==> config.mk <==
export PLATFORM = sky130hd
export DESIGN_NAME = ws2812_rx
export DESIGN_NICKNAME = d
export VERILOG_FILES = /design/src/rtl/ws2812_rx.sv
export SDC_FILE = /design/constraint.sdc
export NUM_CORES = 1
export LEC_CHECK = 0
export CAP_MARGIN = 20
export CORE_MARGIN = 8
export CORE_UTILIZATION = 40
export DETAILED_ROUTE_END_ITERATION = 7
export PLACE_DENSITY_LB_ADDON = 0.15
export SYNTH_ARGS = -nofsm -noshare
export SYNTH_HDL_FRONTEND = slang
export SYNTH_SLANG_ARGS = --single-unit
==> constraint.sdc <==
create_clock -name clk -period 2.55 [get_ports clk]
set_input_delay 0.51 -clock clk [delete_from_list [all_inputs] [get_ports clk]]
set_output_delay 0.51 -clock clk [all_outputs]
set_load 0.03 [all_outputs]
==> src/rtl/ws2812_rx.sv <==
// ws2812_rx: WS2812 NRZ pulse-width receiver; decodes the first BITS bits after a latch gap.
// Define WS2812_RX_PASSTHRU_EN to forward the bits beyond BITS on dout like a chained LED.
module ws2812_rx #(
  parameter int BITS      = 24,
  parameter int T1_MIN    = 6,
  parameter int THIGH_MAX = 12,
  parameter int RESET_CYC = 500
) (
  input  logic            clk,
  input  logic            nreset,
  input  logic            din,
  output logic [BITS-1:0] data,
  output logic            data_rdy,
  output logic            err,
  output logic            dout
);

  localparam int CW = $clog2(RESET_CYC + 1);
  localparam int BW = $clog2(BITS + 1);

  localparam logic [CW-1:0] CNT_ONE  = CW'(1);
  localparam logic [CW-1:0] HI_ONE   = CW'(T1_MIN);
  localparam logic [CW-1:0] HI_MAX   = CW'(THIGH_MAX);
  localparam logic [CW-1:0] GAP_LAST = CW'(RESET_CYC - 1);
  localparam logic [CW-1:0] GAP      = CW'(RESET_CYC);
  localparam logic [BW-1:0] FULL     = BW'(BITS);

  localparam logic [2:0] WAITGAP = 3'd0;
  localparam logic [2:0] IDLE    = 3'd1;
  localparam logic [2:0] HIGH    = 3'd2;
  localparam logic [2:0] LOW     = 3'd3;
  localparam logic [2:0] LATCH   = 3'd4;

  logic [2:0]      state;
  logic            s1, s, s_prev;
  logic [CW-1:0]   hcnt, lcnt;
  logic [BW-1:0]   bcnt;
  logic            ovf;
  logic [BITS-1:0] sh;
  logic            rise, fall, bit_val;

  // NOTE: registers use non-blocking assignment so every flop samples pre-edge values.
  always_ff @(posedge clk or negedge nreset) begin
    if (!nreset) begin
      s1     <= 1'b0;
      s      <= 1'b0;
      s_prev <= 1'b0;
    end else begin
      s1     <= din;
      s      <= s1;
      s_prev <= s;
    end
  end

  assign rise    = s & ~s_prev;
  assign fall    = ~s & s_prev;
  assign bit_val = (hcnt >= HI_ONE);

  always_ff @(posedge clk or negedge nreset) begin
    if (!nreset) begin
      state    <= WAITGAP;
      hcnt     <= '0;
      lcnt     <= '0;
      bcnt     <= '0;
      ovf      <= 1'b0;
      // NOTE: sh is a plain register, not a RAM, so resetting it is cheap and keeps data clean.
      sh       <= '0;
      data     <= '0;
      data_rdy <= 1'b0;
      err      <= 1'b0;
    end else begin
      // NOTE: strobes default low here, so no branch below has to clear them.
      data_rdy <= 1'b0;
      err      <= 1'b0;
      case (state)
        WAITGAP: begin
          if (s) begin
            lcnt <= '0;
          end else if (lcnt == GAP_LAST) begin
            lcnt  <= GAP;
            state <= IDLE;
          end else begin
            lcnt <= lcnt + 1'b1;
          end
        end
        // Level test: a rise landing in the LATCH cycle must not be missed.
        IDLE: begin
          if (s) begin
            hcnt  <= CNT_ONE;
            bcnt  <= '0;
            ovf   <= 1'b0;
            state <= HIGH;
          end
        end
        HIGH: begin
          if (fall) begin
            if (!ovf && bcnt != FULL) begin
              sh   <= {sh[BITS-2:0], bit_val};
              bcnt <= bcnt + 1'b1;
            end else begin
              ovf <= 1'b1;
            end
            lcnt  <= CNT_ONE;
            state <= LOW;
          end else if (hcnt == HI_MAX) begin
            hcnt  <= hcnt + 1'b1;
            err   <= 1'b1;
            lcnt  <= '0;
            state <= WAITGAP;
          end else begin
            hcnt <= hcnt + 1'b1;
          end
        end
        LOW: begin
          if (rise) begin
            hcnt  <= CNT_ONE;
            state <= HIGH;
          end else if (lcnt == GAP_LAST) begin
            lcnt  <= GAP;
            state <= LATCH;
          end else begin
            lcnt <= lcnt + 1'b1;
          end
        end
        LATCH: begin
          if (bcnt == FULL) begin
            data     <= sh;
            data_rdy <= 1'b1;
          end else begin
            err <= 1'b1;
          end
          bcnt  <= '0;
          ovf   <= 1'b0;
          state <= IDLE;
        end
        default: state <= WAITGAP;
      endcase
    end
  end

`ifdef WS2812_RX_PASSTHRU_EN
  // Forward only while a bit past the first BITS is in flight; gaps and LATCH stay low.
  logic fwd;
  assign fwd = (ovf || bcnt == FULL) && (state == HIGH || state == LOW);

  always_ff @(posedge clk or negedge nreset) begin
    if (!nreset) dout <= 1'b0;
    else         dout <= fwd & s;
  end
`else
  assign dout = 1'b0;
`endif

endmodule

## After elaboration in Yosys (flattened, before gate mapping)

Index checks and enable logic that the tools add are counted.

| operators by class | value |
|---|---|
| multiplexer cells | 32 |
| bitwise gates (word level) | 4 |
| eq/ne operators | 19 |
| $lt $le $gt $ge | 1 |
| reductions and logical operators | 13 |
| add/subtract/negate cells | 3 |

Operators by type and width:

| operator | number |
|---|---|
| $mux W9 | 8 |
| $pmux W9 S3 | 2 |
| $mux W3 | 7 |
| $add A9 B1 Y9 const B | 2 |
| $ne A2 B2 Y1 const B | 9 |
| $mux W5 | 3 |
| $pmux W3 S5 | 1 |
| $pmux W5 S3 | 1 |
| $reduce_and A4 Y1 | 3 |
| $eq A9 B4 Y1 const B | 1 |
| $eq A9 B9 Y1 const B | 1 |
| $ge A9 B3 Y1 const B | 1 |
| $reduce_bool A3 Y1 | 3 |
| $mux W1 | 8 |
| $eq A3 B2 Y1 const B | 2 |
| $ne A3 B3 Y1 const B | 2 |
| $reduce_and A3 Y1 | 2 |
| $add A5 B1 Y5 const B | 1 |
| $eq A5 B5 Y1 const B | 1 |
| $ne A5 B5 Y1 const B | 1 |
| $reduce_and A5 Y1 | 1 |
| $eq A3 B1 Y1 const B | 1 |
| $eq A3 B3 Y1 const B | 1 |
| $logic_not A3 Y1 | 1 |
| 7 further kinds | 9 |

| word-level totals | value |
|---|---|
| output and inout bits | 27 |
| register bits after elaboration | 80 |
| word-level logic and storage cells | 84 |
| input port bits | 3 |

## Logic depth before layout (Yosys ltp)

Gate-level depths: netlist of the first run.

| depth | value |
|---|---|
| depth in word-level cells | 5 |
| mapped depth | 8 |

## Worst setup path before layout of the first run

OpenSTA, ideal clock, no wires.

| path | value |
|---|---|
| path kind | flip-flop to flip-flop |
| from | reg hcnt[5] |
| to | reg lcnt[6] |
| library setup time | 0.127 ns |
| path slack | 0.425 ns |
| arrival time | 1.998 ns |
| stages on the path, launching flop included | 7 |
| data required time | 2.423 ns |
| clock period less this slack | 2.125 ns |
| cell sequence | dfrtp_1 -> or4_4 -> or3_4 -> a211o_1 -> buf_6 -> o21ai_1 -> o31ai_2 |

| between the ends | value |
|---|---|
| cells in the longest elaborated chain, start to end | 3 |

Ends and longest elaborated chain:

| element | RTL line | RTL |
|---|---|---|
| from (decl) | 36 | `logic [CW-1:0] hcnt, lcnt;` |
| from (signal assigned) | 106 | `hcnt <= hcnt + 1'b1;` |
| from (signal assigned) | 111 | `hcnt <= hcnt + 1'b1;` |
| $eq A9 B4 Y1 | 105 | `end else if (hcnt == HI_MAX) begin` |
| $ne A3 B3 Y1 (no line) | n/a |  |
| $reduce_and A3 Y1 (no line) | n/a |  |
| to (signal assigned) | 83 | `lcnt <= lcnt + 1'b1;` |
| to (signal assigned) | 122 | `lcnt <= lcnt + 1'b1;` |
| to (decl) | 36 |  |

No other way between the ends.
A chain may end at the register's enable or synchronous reset.

## Worst setup path in the final report of the first run

| path | value |
|---|---|
| from | reg hcnt[5] |
| to | reg lcnt[0] |

Same word-level chain as after synthesis.

==> results.py, run 1 <==
metrics = {
    "clock_network": {
        "cts_max_level": 3,
        "clockBufferDepth": 2,
        "path_clk_slew_ns": 0.09,
        "cts_resized": 0,
        "cts.sinks": 80,
        "cts_setup_buffers": 0,
        "cts_tree": "built",
        "clkLatencyLatePin_ns": 0.35,
        "cts-hold-fix-buffers": 0,
        "cts_inserted_buffers": 9,
        "root_buffer": "clkbuf_8",
    },
    "critical_path": {
        "cp-start-kind": "register",
        "max_stage_delay_ns": 0.55,
        "cp.arrival_ns": 2.53,
        "crit_path_end_kind": "register",
        "cp_slowest_cell": "or4_4",
        "crit_chain": "or4_4, or3_4, a211o_1, mux2_2",
        "critPathKind": "reg2reg",
        "required_ns": 2.77,
        "cp_max_fo": 12,
    },
    "outcome": {
        "status": "complete, no violations",
    },
    "floorplanning": {
        "die_h_um": 110,
        "die-area_um2": 12200,
        "core_um2": 8680,
        "io_pins": 30,
        "fp.dieW_um": 110,
        "row_count": 34,
        "initial_core_util_pct": 41.0,
    },
    "timing": {
        "relSlewSlack_pct": 59.4,
        "fin_worst_skew_ns": 0.0192,
        "rsz0062_at_grt": "no",
        "finalCriticalPeriod_ns": 2.31,
        "setup_viol": 0,
        "whs_ns": 0.0873,
        "fmax_mhz": 433,
        "drv_slew": 0,
        "setup_slack_ns": 0.241,
        "hold_violations": 0,
        "worst_slew_pin_slew_ns": 0.603,
        "fin_crit_sh_pct": 90.5,
        "fin_setup_tns_ns": 0,
    },
    "logic_synthesis": {
        "synth_xor_area_share_pct": 0.984,
        "synthSimpleGateAreaFrac_pct": 19.3,
        "synth_area_leader_cell": "dfrtp_1",
        "ys.warnings.count": 0,
        "synth-async-reset-ratio_pct": 100,
        "ys.flop_type": "dfrtp_1",
        "synth.avg_cell_area_um2": 10.3,
        "synthAdderAreaFrac_pct": 2.11,
        "synth_seq_cells": 80,
        "synth_nets": 354,
        "synthCells": 345,
        "synth_cell_types": 50,
        "synth_compound_area_share_pct": 10.4,
        "synth_top_family_by_area": "simple AND/OR/NAND/NOR gates",
        "synth.top_cell.area_share_pct": 56.2,
        "synth_edf_count": 0,
        "synthTopCellsByArea": "dfrtp_1 56%, nand2_1 9.1%, mux2_2 7.9%",
        "synth.area.mux_share_pct": 7.91,
        "ys_seq_area_share_pct": 56.2,
        "netlist_area_um2": 3560,
    },
    "place": {
        "io_buffers": 28,
        "place_congestion": 0.804,
        "dp.cells": 474,
        "pre_cts_slack_ns": 0.257,
        "dp_hpwl_um": 4570,
    },
    "final_layout": {
        "utilization_pct": 48.1,
        "fin_nets": 386,
        "instances_no_fill": 490,
        "layout-drive-gt1-share_pct": 15.2,
        "n_antenna_cell": 0,
        "layout_commonest_cell": "nand2_1",
        "synthToLayoutAreaGrowth_pct": 17.2,
        "mostFrequentLayoutCells": "86 x nand2_1, 80 x dfrtp_1, 27 x clkdlybuf4s50_1, 25 x mux2_2, 17 x nor2_1",
    },
    "route": {
        "dr.pass1.iters": 4,
        "vias": 2532,
        "wl_per_cell_um": 13.9,
        "viasPerCell": 5.17,
        "drt_iter0_drc": 132,
        "drc": 0,
        "drt_wl_total_um": 6800,
        "ant_nets": 0,
    },
    "power_and_ir_drop": {
        "peakVddDrop_uv": 229,
        "power_leakage_nw": 1.98,
        "p_per_area_nw_per_um2": 531,
    },
    "global_routing": {
        "grt_usage_pct": 12.5,
        "grt_pass1_wl_um": 12100,
        "overflow": 0,
        "grt_max_degree": 51,
        "antenna_found_initial": 0,
        "grt_pass1_vias": 2551,
    },
    "worst_hold_path": {
        "hold_path.class": "in2async",
    },
    "run": {
        "drv_cap": 0,
    },
}
-- power by group --
group	leakage (nW)	total (mW)	switching [mW]	internal, mW
combinational	0.775	0.0524	0.0379	0.0146
sequential	1.11	1.28	0.00831	1.27
clock	0.0976	0.880	0.487	0.393
total	1.98	2.21	0.533	1.68
-- synthesized netlist by cell type (2+ instances only) --
master / count
nand2_1: 86
dfrtp_1: 80
mux2_2: 25
nor2_1: 17
o21ai_0: 16
inv_1: 10
clkbuf_1: 9
nand3_1: 9
ha_1: 6
nand2b_1: 6
o31ai_1: 6
a21oi_1: 5
nor3_1: 5
o21ai_1: 5
a31oi_1: 4
and3_1: 4
xnor2_1: 4
a21boi_0: 3
nand4_1: 3
nor4_1: 3
or3_1: 3
a22o_1: 2
and2_1: 2
buf_2: 2
nand3b_1: 2
nor2b_1: 2
o211ai_1: 2
o31ai_2: 2
-- final timing paths --
kind | start | end | slack (ns) | cells past startpoint
max | hcnt[5] | lcnt[0] | 0.24 | 4
min | nreset | bcnt[3] | 0.09 | 1
max reg2reg | hcnt[5] | lcnt[0] | 0.24 | 4
min reg2reg | s1 | s | 0.36 | 0
max in group asynchronous | nreset | sh[10] | 1.87 | 2
min in group clk | s1 | s | 0.36 | 0
-- per-layer routing --
layer / vias to the layer above / part of all wire [%] / track usage (%) / wire (µm)
met5: - / 0 / 0 / 0
met4: 0 / 1.8 / 5.80 / 121
met3: 10 / 4.0 / 2.50 / 273
met2: 38 / 46 / 19.3 / 3160
met1: 1236 / 48 / 16.7 / 3250
li1: 1248 / - / - / -
-- stage by stage --
step,cell area [µm²],power (mW)
finish,4170,2.21
CTS,4170,2.24
detailed placement,3990,1.36
floorplan,3560,1.33
global route,4170,2.31
global placement,3990,1.36
-- registers in the layout (all words and copies together), names as in the netlist --
| signal | count |
|---|---|
| data_rdy | 1 |
| lcnt | 9 |
| data | 24 |
| sh | 24 |
| s | 1 |
| bcnt | 5 |
| s1 | 1 |
| s_prev | 1 |
| state | 3 |
| err | 1 |
| ovf | 1 |
| hcnt | 9 |
-- critical path: cells and delay by family, from the launching register on --
family,cells,cell delay (ns)
compound gates,1,0.49
flops,1,0.42
mux,1,0.34
simple gates,2,0.95
-- cell type report --
class                   instances  area, µm²
flip-flops and latches         80       2000
well taps                     108        135
fillers                       814       4510
clock inverters                 6       48.8
clock buffers                  10        138
inverters                      11       41.3
multi-input cells             241       1460
repair buffers                 34        348
-- logic make-up after synthesis --
family	after synthesis
AOI/OAI and AO/OA	56
xor gates and xnor gates	4
adders and majority gates	6
buffers and inverters	24
DFF	80
muxes	25
other	1
and+or+nand+nor	149
(Power assumes the default switching activity.)
==> run 2, diff against run 1 <==
GPL_TIMING_DRIVEN = 1   (was not set)
RECOVER_POWER = 25   (was not set)
==> results.py, run 2 (synthesis results as in run 1) <==
metrics = {
    "outcome": {
        "status": "finished with violations",
        "violations": "max-capacitance violations, max-slew violations",
    },
    "timing": {
        "fin_crit_sh_pct": 90.5,
        "setup_viol": 0,
        "fin_worst_skew_ns": 0.0192,
        "fin_setup_tns_ns": 0,
        "fmax_mhz": 433,
        "finalCriticalPeriod_ns": 2.31,
        "hold_violations": 0,
        "worst_slew_pin_slew_ns": 1.72,
        "setup_slack_ns": 0.241,
        "rsz0062_at_grt": "no",
        "drv_slew": 31,
        "relSlewSlack_pct": -14.6,
    },
    "critical_path": {
        "max_stage_delay_ns": 0.55,
        "crit_chain": "or4_4, or3_4, a211o_1, mux2_2",
        "cp_max_fo": 12,
        "path_buf_inv": 0,
        "cp-start-kind": "register",
        "ff2ff_path_depth": 4,
        "crit_family": "simple AND/OR/NAND/NOR gates",
        "critPathKind": "reg2reg",
        "cp.arrival_ns": 2.53,
        "required_ns": 2.77,
        "crit_path_end_kind": "register",
        "cp_slowest_cell": "or4_4",
        "path_depth": 4,
    },
    "clock_network": {
        "clkLatencyLatePin_ns": 0.35,
        "cts_resized": 0,
        "cts_inserted_buffers": 9,
        "cts_tree": "built",
        "clockBufferDepth": 2,
        "cts.sinks": 80,
        "cts_max_level": 3,
        "cts-hold-fix-buffers": 0,
        "path_clk_slew_ns": 0.08,
        "cts_setup_buffers": 0,
        "root_buffer": "clkbuf_8",
    },
    "final_layout": {
        "mostFrequentLayoutCells": "86 x nand2_1, 80 x dfrtp_1, 26 x clkdlybuf4s50_1, 25 x mux2_2, 17 x nor2_1",
        "multi_input_area_um2": 1460,
        "layout_commonest_cell": "nand2_1",
        "layout-drive-gt1-share_pct": 14.9,
        "largest_registers": "data x24, sh x24",
        "register_area_um2": 2000,
        "synthToLayoutAreaGrowth_pct": 17.1,
        "fin_nets": 386,
        "n_fill_cell": 814,
        "n_antenna_cell": 0,
        "utilization_pct": 48.0,
    },
    "global_routing": {
        "grt_pass1_wl_um": 12100,
        "overflow": 0,
        "antenna_found_initial": 0,
        "grt_max_degree": 51,
        "grt_pass1_vias": 2551,
        "grt_usage_pct": 12.5,
    },
    "power_and_ir_drop": {
        "total_power_mw": 2.21,
        "switching_share_pct": 24.1,
        "seq_power_share_pct": 57.9,
        "peakVddDrop_uv": 229,
        "p_per_area_nw_per_um2": 531,
        "p_comb_share_pct": 2.3,
        "power_switching_mw": 0.533,
        "p_clk_share_pct": 39.8,
        "power_leakage_nw": 1.98,
        "p_int_mw": 1.68,
    },
    "floorplanning": {
        "die-area_um2": 12200,
        "core_um2": 8680,
        "fp.dieW_um": 110,
        "initial_core_util_pct": 41.0,
        "row_count": 34,
        "die_h_um": 110,
        "io_pins": 30,
    },
    "route": {
        "drc": 0,
        "drt_iter0_drc": 132,
        "viasPerCell": 5.17,
        "drt_wl_total_um": 6800,
        "ant_nets": 0,
        "vias": 2532,
        "dr.pass1.iters": 4,
        "wl_per_cell_um": 13.9,
    },
    "place": {
        "pre_cts_slack_ns": 0.257,
        "dp_hpwl_um": 4570,
        "place_congestion": 0.804,
        "io_buffers": 28,
    },
    "worst_hold_path": {
        "hold_path_depth": 0,
        "hold_path.class": "reg2reg",
    },
    "run": {
        "drv_cap": 1,
    },
}
==> run 2: worst register-to-register path, cell delays in order (launching register included) <==
cell	delay, ns
dfrtp_1	0.42
or4_4	0.55
or3_4	0.40
a211o_1	0.49
mux2_2	0.34
==> run 2: power groups by stage <==
stage | Sequential (mW) | Combinational, mW | Clock, mW
4_1_cts | 1.28 | 0.0554 | 0.907
5_1_grt | 1.28 | 0.0616 | 0.960
3_3_place_gp | 1.31 | 0.0544 | 0
6_report | 1.28 | 0.0515 | 0.880
2_1_floorplan | 1.30 | 0.0220 | 0
3_5_place_dp | 1.31 | 0.0554 | 0
==> run 2: stage by stage <==
stage	hold slack (ns)	area [µm²]	std cells
finish	0.358	4170	490
detailed placement	0.344	3990	474
floorplan	0.214	3560	345
global placement	0.334	3990	474
CTS	0.0867	4170	490
global route	0.382	4170	490
==> run 2: final timing paths <==
| check | startpoint | end | slack [ns] |
|---|---|---|---|
| max in group asynchronous | nreset | lcnt[6] | 0.94 |
| min in group asynchronous | nreset | bcnt[3] | 0.60 |
| worst min-delay path | s1 | s | 0.36 |
| worst min register to register | s1 | s | 0.36 |
| worst max register to register | hcnt[5] | lcnt[0] | 0.24 |
| worst max-delay path | hcnt[5] | lcnt[0] | 0.24 |
==> run 2: final cells by class <==
class                           count  share of cell area, %
Timing Repair Buffer               34                   8.25
Inverter                           11                  0.990
Sequential cell                    80                   48.0
Tap cell                          108                   3.24
Multi-Input combinational cell    241                   35.0
Clock buffer                       10                   3.30
Clock inverter                      6                   1.17
==> run 2: layer usage <==
layer / GRT usage, % / share of wire (%) / vias to the layer above
met3: 2.50 / 4.0 / 10
met1: 16.7 / 48 / 1236
met5: 0 / 0 / -
met4: 5.80 / 1.8 / 0
met2: 19.3 / 46 / 38
li1: - / - / 1248
==> RTL change, RTL diff (settings of run 1) <==
Build with the macro `WS2812_RX_PASSTHRU_EN` defined.
--- a/src/rtl/ws2812_rx.sv
+++ b/src/rtl/ws2812_rx.sv
@@ -2,2 +2,4 @@
 // Define WS2812_RX_PASSTHRU_EN to forward the bits beyond BITS on dout like a chained LED.
+`define WS2812_RX_PASSTHRU_EN
+
 module ws2812_rx #(
Formal check against the unedited RTL: same outputs for any inputs over 10 cycles, from zero or initial values and one cycle with nreset low; that may be too few to reach the edited logic, so the function may still have changed.
==> RTL change against run 1 <==
Setup slack worse by 0.13 ns. Largest cell class unchanged. Maximum frequency down 5.4%. Clock skew up 0.0010 ns. Routed wire length up 2.1%. Cell area up 2.1%. Synthesized area up 0.77%. Via count up 1.7%. Highest routed layer unchanged. Clock power up 23%. Sequential cell count up 1. Power up 9.9%.
==> RTL change: results (changes against run 1) <==
[run_status]
run_status=completed  ; unchanged

[critical_path]
r2r-start=hcnt[6]$_DFFE_PN0P_  ; was hcnt[5]$_DFFE_PN0P_
crit_fanout=13  ; was 12
critical_path_arrival_ns=2.68  ; was 2.53 ns
crit_type=reg -> reg  ; unchanged

[grt]
grt_pass1_vias=2642  ; was 2551
grt_first_pass_wirelength_mm=12.3  ; was 12.1 mm
grt_max_degree=48  ; was 51
antenna_found_initial=0  ; unchanged
grt_use_total_pct=11.9  ; was 12.5%

[clock_tree]
cts_setup_buffers=0  ; unchanged
clkLatencyLatePin_ns=0.35  ; about the same
cts-root-buf=clkbuf_8  ; unchanged
clockBufferDepth=2  ; unchanged
cts-resized-gates=0  ; unchanged
clk_pin_slew_ns=0.09  ; about the same
h-tree-depth=3  ; unchanged

[sta]
fin_skew_ns=0.0202  ; was 0.0192 ns
finalSetupViolCount=0  ; unchanged
worst_pin_slew_ns=0.529  ; was 0.603 ns

[place]
gp_congestion=0.799  ; was 0.804
placed_area_um2=4030  ; was 3990 um2
place_hpwl_mm=4.70  ; was 4.57 mm
place_ws_ns=0.138  ; was 0.257 ns
port_buffers=29  ; was 28

[hold_path]
worstHoldPathType=in -> async  ; unchanged

[logic_synthesis]
synth_cell_types=43  ; was 50
ys_top_cells_by_count=nand2_1 (86), dfrtp_1 (81), o21ai_0 (31), mux2_2 (26), nor2_1 (17)  ; was nand2_1 (86), dfrtp_1 (80), mux2_2 (25), nor2_1 (17), o21ai_0 (16)
yosysWarnings=0  ; unchanged
synthTopCellsByArea=dfrtp_1 (57%), nand2_1 (9.0%), mux2_2 (8.2%)  ; was dfrtp_1 (56%), nand2_1 (9.1%), mux2_2 (7.9%)
synth_ff_type=dfrtp_1  ; unchanged
async_flop_share_pct=100  ; unchanged
syn_nets=358  ; was 354
seq_area_frac_synth_pct=56.5  ; was 56.2%

[cells_and_area]
fill_cells=812  ; was 814
antennaDiodeCount=0  ; unchanged
drive_gt1_share_pct=15.2  ; about the same
fin_nets=393  ; was 386
largestRegisters=data: 24 flops, sh: 24 flops  ; unchanged

[drt]
drtIter0Drc=116  ; was 132
firstDrtPassIters=4  ; unchanged
via_per_inst=5.18  ; was 5.17
routed_wirelength_mm=6.95  ; was 6.80 mm

[power]
p_leak_uw=0.00205  ; was 0.00198 uW
vdd_ir_drop_max_mv=0.340  ; was 0.229 mV

-- RTL change: worst max-delay path: stages, from the launching register on --
cell and delay [ns]:
dfrtp_1 0.44, or4_4 0.56, or3_4 0.39, a221o_1 0.53, o21bai_1 0.23, a21o_1 0.18
-- RTL change: cells by family (layout without fill, tap and decap cells) --
kind of cell,after synthesis,after routing,share of synthesized area (%)
DFF,81,81,56.5
adders and majority gates,6,6,2.09
muxes,26,26,8.16
AOI/OAI and AO/OA,67,67,12.0
and+or+nand+nor,147,147,18.7
buffers and inverters,22,62,2.55
-- RTL change: power breakdown --
| group | internal [uW] | leakage (uW) | switching [uW] | total, uW |
|---|---|---|---|---|
| registers | 1290 | 0.00112 | 7.91 | 1300 |
| logic | 15.9 | 0.000811 | 35.8 | 51.7 |
| clock network | 574 | 0.000118 | 511 | 1080 |
| total | 1880 | 0.00205 | 554 | 2430 |
-- RTL change: routing by layer --
layer | up-vias | part of all wire, % | track usage [%] | wire, um
li1 | 1283 | - | - | -
met3 | 10 | 3.3 | 2.76 | 226
met2 | 38 | 47 | 19.3 | 3240
met4 | 0 | 1.5 | 5.23 | 102
met1 | 1243 | 49 | 14.7 | 3380
met5 | - | 0 | 0 | 0
-- RTL change: path summary, 6_finish.rpt --
check	endpoint	slack, ns	cells past startpoint
setup / recovery	lcnt[3]$_DFFE_PN0P_	0.11	5
hold / removal	lcnt[7]$_DFFE_PN0P_	0.11	1
setup reg to reg	lcnt[3]$_DFFE_PN0P_	0.11	5
hold reg to reg	s$_DFF_PN0_	0.36	0
max in group asynchronous	data[0]$_DFFE_PN0P_	1.83	2
min in group clk	s$_DFF_PN0_	0.36	0
-- RTL change: cell type report --
type	instances	area (um2)	area share [%]
inverter	9	33.8	0.793
clock inverter	7	109	2.56
clock buffer	9	124	2.91
sequential	81	2030	47.6
tap	108	135	3.17
multi-input combinational	246	1470	34.5
timing repair buffer	37	360	8.46
-- RTL change: through the flow --
| stage | std cells | util [%] |
|---|---|---|
| 2_1_floorplan | 349 | - |
| 3_3_place_gp | 481 | 46.2 |
| 3_5_place_dp | 481 | 46.2 |
| 4_1_cts | 497 | 48.9 |
| 5_1_grt | 497 | 48.9 |
| 6_report | 497 | 48.9 |
